## config.mk

```make
export PLATFORM = sky130hd
export DESIGN_NAME = hdmi_ddr_serializer
export DESIGN_NICKNAME = d
export VERILOG_FILES = /design/src/rtl/hdmi_ddr_serializer.sv
export SDC_FILE = /design/constraint.sdc
export NUM_CORES = 1
export LEC_CHECK = 0
export ABC_AREA = 1
export BUFFER_PORTS_ARGS = -buffer_cell sky130_fd_sc_hd__clkbuf_2
export CAP_MARGIN = 20
export CORE_MARGIN = 5
export CORE_UTILIZATION = 50
export DETAILED_ROUTE_END_ITERATION = 10
export HOLD_SLACK_MARGIN = 0.15
export PLACE_DENSITY = 0.75
export SYNTH_ARGS = -nofsm -noshare
export SYNTH_HDL_FRONTEND = slang
export SYNTH_SLANG_ARGS = --single-unit
export TNS_END_PERCENT = 30
```

## constraint.sdc

```tcl
create_clock -name clk -period 2.2 [get_ports clk]
set_clock_uncertainty 0.1 [all_clocks]
set_input_delay 0.33 -clock clk [delete_from_list [all_inputs] [get_ports clk]]
set_output_delay 0.33 -clock clk [all_outputs]
set_load 0.005 [all_outputs]
```

## src/rtl/hdmi_ddr_serializer.sv

```systemverilog
// hdmi_ddr_serializer
//   Multi-lane parallel-to-serial DDR output stage for the HDMI TX path.
//   Each lane takes one WIDTH-bit word every WIDTH/2 clocks and emits it two
//   bits per clk: the earlier bit of a pair in the low phase after a posedge,
//   the later bit in the following high phase. It also provides word framing
//   (align), selectable bit order and per-lane polarity inversion.
//
// Ports
//   clk      in   serial half-rate clock; both phases drive dout
//   rst      in   asynchronous reset, active-high
//   din      in   CHANNELS*WIDTH; lane k word = din[k*WIDTH +: WIDTH]
//   din_rdy  out  word strobe; din is captured at the posedge ending this cycle
//   align    in   pulse; restarts word framing at the next posedge
//   invert   in   CHANNELS; per-lane output polarity (applied per bit pair)
//   dout     out  CHANNELS; DDR serial output per lane
module hdmi_ddr_serializer #(
  parameter int unsigned CHANNELS  = 4,
  parameter int unsigned WIDTH     = 10,
  parameter bit          LSB_FIRST = 1'b1
) (
  input  logic                         clk,
  input  logic                         rst,
  input  logic [CHANNELS*WIDTH-1:0]    din,
  output logic                         din_rdy,
  input  logic                         align,
  input  logic [CHANNELS-1:0]          invert,
  output logic [CHANNELS-1:0]          dout
);

  localparam int unsigned HALF  = WIDTH / 2;
  localparam int unsigned CNT_W = (HALF > 1) ? $clog2(HALF) : 1;
  localparam logic [CNT_W-1:0] CNT_LAST = CNT_W'(HALF - 1);

  // Odd or sub-2 widths cannot be split into whole bit pairs.
  if ((WIDTH < 2) || ((WIDTH % 2) != 0)) begin : g_width_check
    $error("hdmi_ddr_serializer: WIDTH must be even and >= 2");
  end

  // Phase counter, per-lane shift registers and pair registers
  logic [CNT_W-1:0]               cnt_q, cnt_d;
  logic [CHANNELS-1:0][WIDTH-1:0] sr_q, sr_d;
  logic [CHANNELS-1:0]            d0_q, d0_d;
  logic [CHANNELS-1:0]            d1_q, d1_d;
  logic [CHANNELS-1:0]            d1r_q, d1r_d;

  logic                           load_c;
  logic [CHANNELS-1:0][WIDTH-1:0] word_c;

  // Words are stored so that bit 0 of the shift register is always sent first.
  for (genvar k = 0; k < CHANNELS; k++) begin : g_lane
    for (genvar i = 0; i < WIDTH; i++) begin : g_bit
      if (LSB_FIRST) begin : g_lsb
        assign word_c[k][i] = din[k*WIDTH + i];
      end else begin : g_msb
        assign word_c[k][i] = din[k*WIDTH + WIDTH - 1 - i];
      end
    end
  end

  assign load_c  = (cnt_q == CNT_LAST);
  assign din_rdy = load_c & ~rst;

  // Next-state: framing counter, load/shift, and pair selection with polarity
  always_comb begin
    cnt_d = cnt_q + CNT_W'(1);
    sr_d  = sr_q;
    d0_d  = d0_q;
    d1_d  = d1_q;
    d1r_d = d1_q;

    // align wins over both increment and wrap
    if (align || load_c) begin
      cnt_d = '0;
    end

    for (int k = 0; k < CHANNELS; k++) begin
      // Pair taken from the current contents before the load/shift below,
      // so the last pair of a word and the first pair of the next are gapless.
      d0_d[k] = sr_q[k][0] ^ invert[k];
      d1_d[k] = sr_q[k][1] ^ invert[k];
      sr_d[k] = load_c ? word_c[k] : (sr_q[k] >> 2);
    end
  end

  // Posedge state
  always_ff @(posedge clk or posedge rst) begin
    if (rst) begin
      cnt_q <= '0;
      sr_q  <= '0;
      d0_q  <= '0;
      d1_q  <= '0;
    end else begin
      cnt_q <= cnt_d;
      sr_q  <= sr_d;
      d0_q  <= d0_d;
      d1_q  <= d1_d;
    end
  end

  // Later bit retimed to negedge so it is stable for the whole high phase
  always_ff @(negedge clk or posedge rst) begin
    if (rst) begin
      d1r_q <= '0;
    end else begin
      d1r_q <= d1r_d;
    end
  end

  // Each mux input is stable while selected: d0 changes only at posedge
  // (high phase shows d1r), d1r changes only at negedge (low phase shows d0).
  assign dout = clk ? d1r_q : d0_q;

endmodule

```

**After elaboration in Yosys (flattened, before gate mapping)**

Cells that the tools add are included.

- Add/subtract/negate cells: 1
- Multipliers: 0
- Divide/modulo/power cells: 0
- Magnitude comparators: 0
- Equal/unequal tests: 1
- Shift-type cells: 0
- Muxes and demuxes: 6
- Bitwise gates (word level): 10
- Reductions and logical operators: 1

Operators by type and width:

| operator | count |
|---|---|
| 10-bit two-way mux | 4 |
| 1-bit bitwise XOR | 8 |
| 4-bit two-way mux | 1 |
| 3-bit by 1-bit adder with 3-bit output, second input constant | 1 |
| 3-bit equality test, second input constant | 1 |
| 3-bit two-way mux | 1 |
| 1-bit bitwise AND | 1 |
| 1-bit logical OR | 1 |
| 1-bit inverter | 1 |

- Register bits after elaboration: 55
- Latch bits: 0
- Bits in writable memories: 0
- ROM bits: 0
- Input bits: 47
- Output and inout port bits: 5
- Word-level logic and storage cells: 27
- Memories: 0

**Longest topological paths before layout**

- Depth after elaboration: 3
- Gate-level depth with buffers: 7
- Mapped depth without buffers: 5

==> results.yml <==
floorplanning:
  fp.dieArea_um2: 5740
  rows: 24
  die_w_um: 75.76
  pin_count: 52
  fp.coreArea_um2: 4264
  dieHeight_um: 75.76
  initial_core_util_pct: 50.70
route:
  drt_wl_total_um: 4411
  drc: 0
  vias: 1675
  viasPerCell: 4.491
  wl_per_cell_um: 11.83
  dr.pass1.iters: 4
  drt-initial-drc-count: 87
  ant_nets: 0
global_route:
  grt_max_degree: 35
  grt_use_total_pct: 18.16
  grt_antenna_before_repair: 0
  first_global_vias: 1806
  grt_pass1_wl_um: 7445
  grt_overflow: 0
power:
  swShare_pct: 26.23
  power_w: 0.002288
  combinationalPowerShare_pct: 12.1
  intPower_w: 0.001688
  peakVddDrop_mv: 0.4788
  p_per_area_nw_per_um2: 757.1
  pwr-share-seq_pct: 49.4
  leakagePower_nw: 1.708
  p_switching_w: 0.0006000
  clkPwrFrac_pct: 38.5
sta:
  tns_ns: -1.454
  finalSetupViolCount: 8
  worst_pin_slew_ns: 0.3387
  worst_slack_ns: -0.3826
  rsz0062_at_grt: "yes"
  hold_viol: 0
  relSlewSlack_pct: 77.42
  slew_violations: 0
synthesis:
  yosys_warnings: 0
  synthMuxAreaShare_pct: 0
  synth_cell_types: 12
  syn_inst: 217
  synth_compound_area_share_pct: 0.9259
  seq_area_frac_synth_pct: 63.66
  synthSimpleGateAreaFrac_pct: 22.51
  synth_area_per_cell_um2: 9.963
  syn_area_um2: 2162
  synthAdderAreaFrac_pct: 1.157
  syn_nets: 266
  synth-seq-cells: 55
  synth_xor_area_share_pct: 3.241
  synth_top_family_by_area: "simple AND/OR/NAND/NOR gates"
cells_and_area:
  antenna_cells: 0
  area_growth_syn_to_layout_pct: 39.76
  final_layout_size_suffix_gt1_share_pct: 22.12
  final.fill_count: 316
  fin_nets: 368
setup_path:
  crit_buf_inv: 1
  r2r_slack_ns: 0.50
  start_kind: "flop"
  cpMaxStageDelayCell: "dfrtn_1"
  cp_top_family: "flip-flops"
  crit_required_ns: 1.77
  crit_chain: "nand2_1 -> o21ai_1 -> buf_2"
  slowest_delay_ns: 0.39
  worst-path-max-fanout: 1
  end_kind: "primary output"
  crit_type: "reg2out"
  worst_ep_arrival_time_ns: 2.15
flow_run:
  maxCapViolations: 0
status:
  violations: "setup timing"
  status: "finished with violations"
placement:
  dpl.hpwl_um: 2455
  io_buffers: 51
  gp_congestion: 0.7258
clock_tree:
  cts_tree: "yes"
  clk_latency_ns: 0.40
  clkTransAtPathRegs_ns: 0.09
  post_cts_buffers: 0
hold_path:
  hp-class: "reg2reg"
## cell type report
cell class / count / area (µm²) / area share, %
tap: 52 / 65.06 / 2.153
inverter: 19 / 75.07 / 2.484
multi-input combinational: 131 / 601.8 / 19.92
clock buffer: 14 / 147.6 / 4.886
sequential: 55 / 1376 / 45.55
timing repair buffer: 99 / 740.7 / 24.51
clock inverter: 3 / 15.01 / 0.4969
## path summary, 6_finish.rpt
check,start,end,depth (start not counted)
min in group asynchronous,rst,d0_q[1],3
worst min-delay path,sr_q[30],d0_q[3],1
worst min register to register,sr_q[30],d0_q[3],1
worst max register to register,d1_q[2],d1r_q[2],0
max in group asynchronous,rst,d1r_q[2],3
worst max-delay path,d1r_q[2],dout[2],3
## cells in the mapped netlist, drive strengths merged
cell type / count / area, µm²
nor2: 12 / 45.04
nand2: 73 / 281.5
buf: 12 / 112.6
inv: 19 / 71.32
dfrtp: 51 / 1276
dfrtn: 4 / 100.1
o21ai: 4 / 20.02
nand3: 32 / 160.2
ha: 2 / 25.02
xor2: 8 / 70.07
## routing by layer
layer | vias to the layer above | wire length (µm) | GRT usage, %
met4 | 0 | 116 | 13.20
met2 | 44 | 2276 | 29.37
li1 | 864 | - | -
met3 | 12 | 265 | 6.332
met1 | 755 | 1752 | 19.60
met5 | - | 0 | 0
## power groups by stage
stage,Combinational [W],Clock (W),Sequential (W)
2_1_floorplan,0.000157,0.0000552,0.00114
3_3_place_gp,0.000203,0.000108,0.00115
3_5_place_dp,0.000213,0.000108,0.00115
4_1_cts,0.000279,0.000907,0.00113
5_1_grt,0.000318,0.000963,0.00114
6_report,0.000278,0.000880,0.00113
## kinds of logic (layout without fill, tap and decap cells)
logic type / after synthesis / after routing
simple gates: 117 / 117
compound gates: 4 / 4
buf+inv: 31 / 135
flops: 55 / 55
fa+ha+maj: 2 / 2
xor+xnor: 8 / 8
## through the flow
step	cells	cell area, µm²	hold slack, ns	util, %	worst slack, ns
3_3_place_gp	314	2419	0.2257	56.72	0.08595
2_1_floorplan	217	2166	0.3041	-	0.1881
6_report	373	3022	0.3328	70.86	-0.3826
3_5_place_dp	314	2419	0.2300	56.72	0.07584
5_1_grt	373	3022	0.3430	70.86	-0.4377
4_1_cts	373	3022	0.3347	70.86	-0.4074
## flip-flops by register name, indices dropped and copies added, names as in the netlist
signal and count:
sr_q 40, d0_q 4, cnt_q 3, d1_q 4
d1r_q 4
## what timing repair did
action / 4_1_cts / 5_1_grt
hold endpoints to repair: 78 / 0
hold buffers: 46 / 0
pin swaps: 2 / 1
gates resized for setup: 4 / 4
endpoints found under the setup margin: 8 / 8
## cells in the final DEF (no fill, tap or decap)
master and n:
o21ai_1 4, dfrtp_1 51, nand2_1 72, clkinvlp_4 1
xor2_1 8, nand3_1 32, ha_1 2, nand2_4 1
dlygate4sd3_1 46, clkinv_2 3, inv_1 18, dfrtn_1 4
clkbuf_8 9, nor2_1 12, buf_4 6, clkbuf_2 47
buf_2 4, clkbuf_1 1
Note: power is estimated with default switching activity, not from simulation.
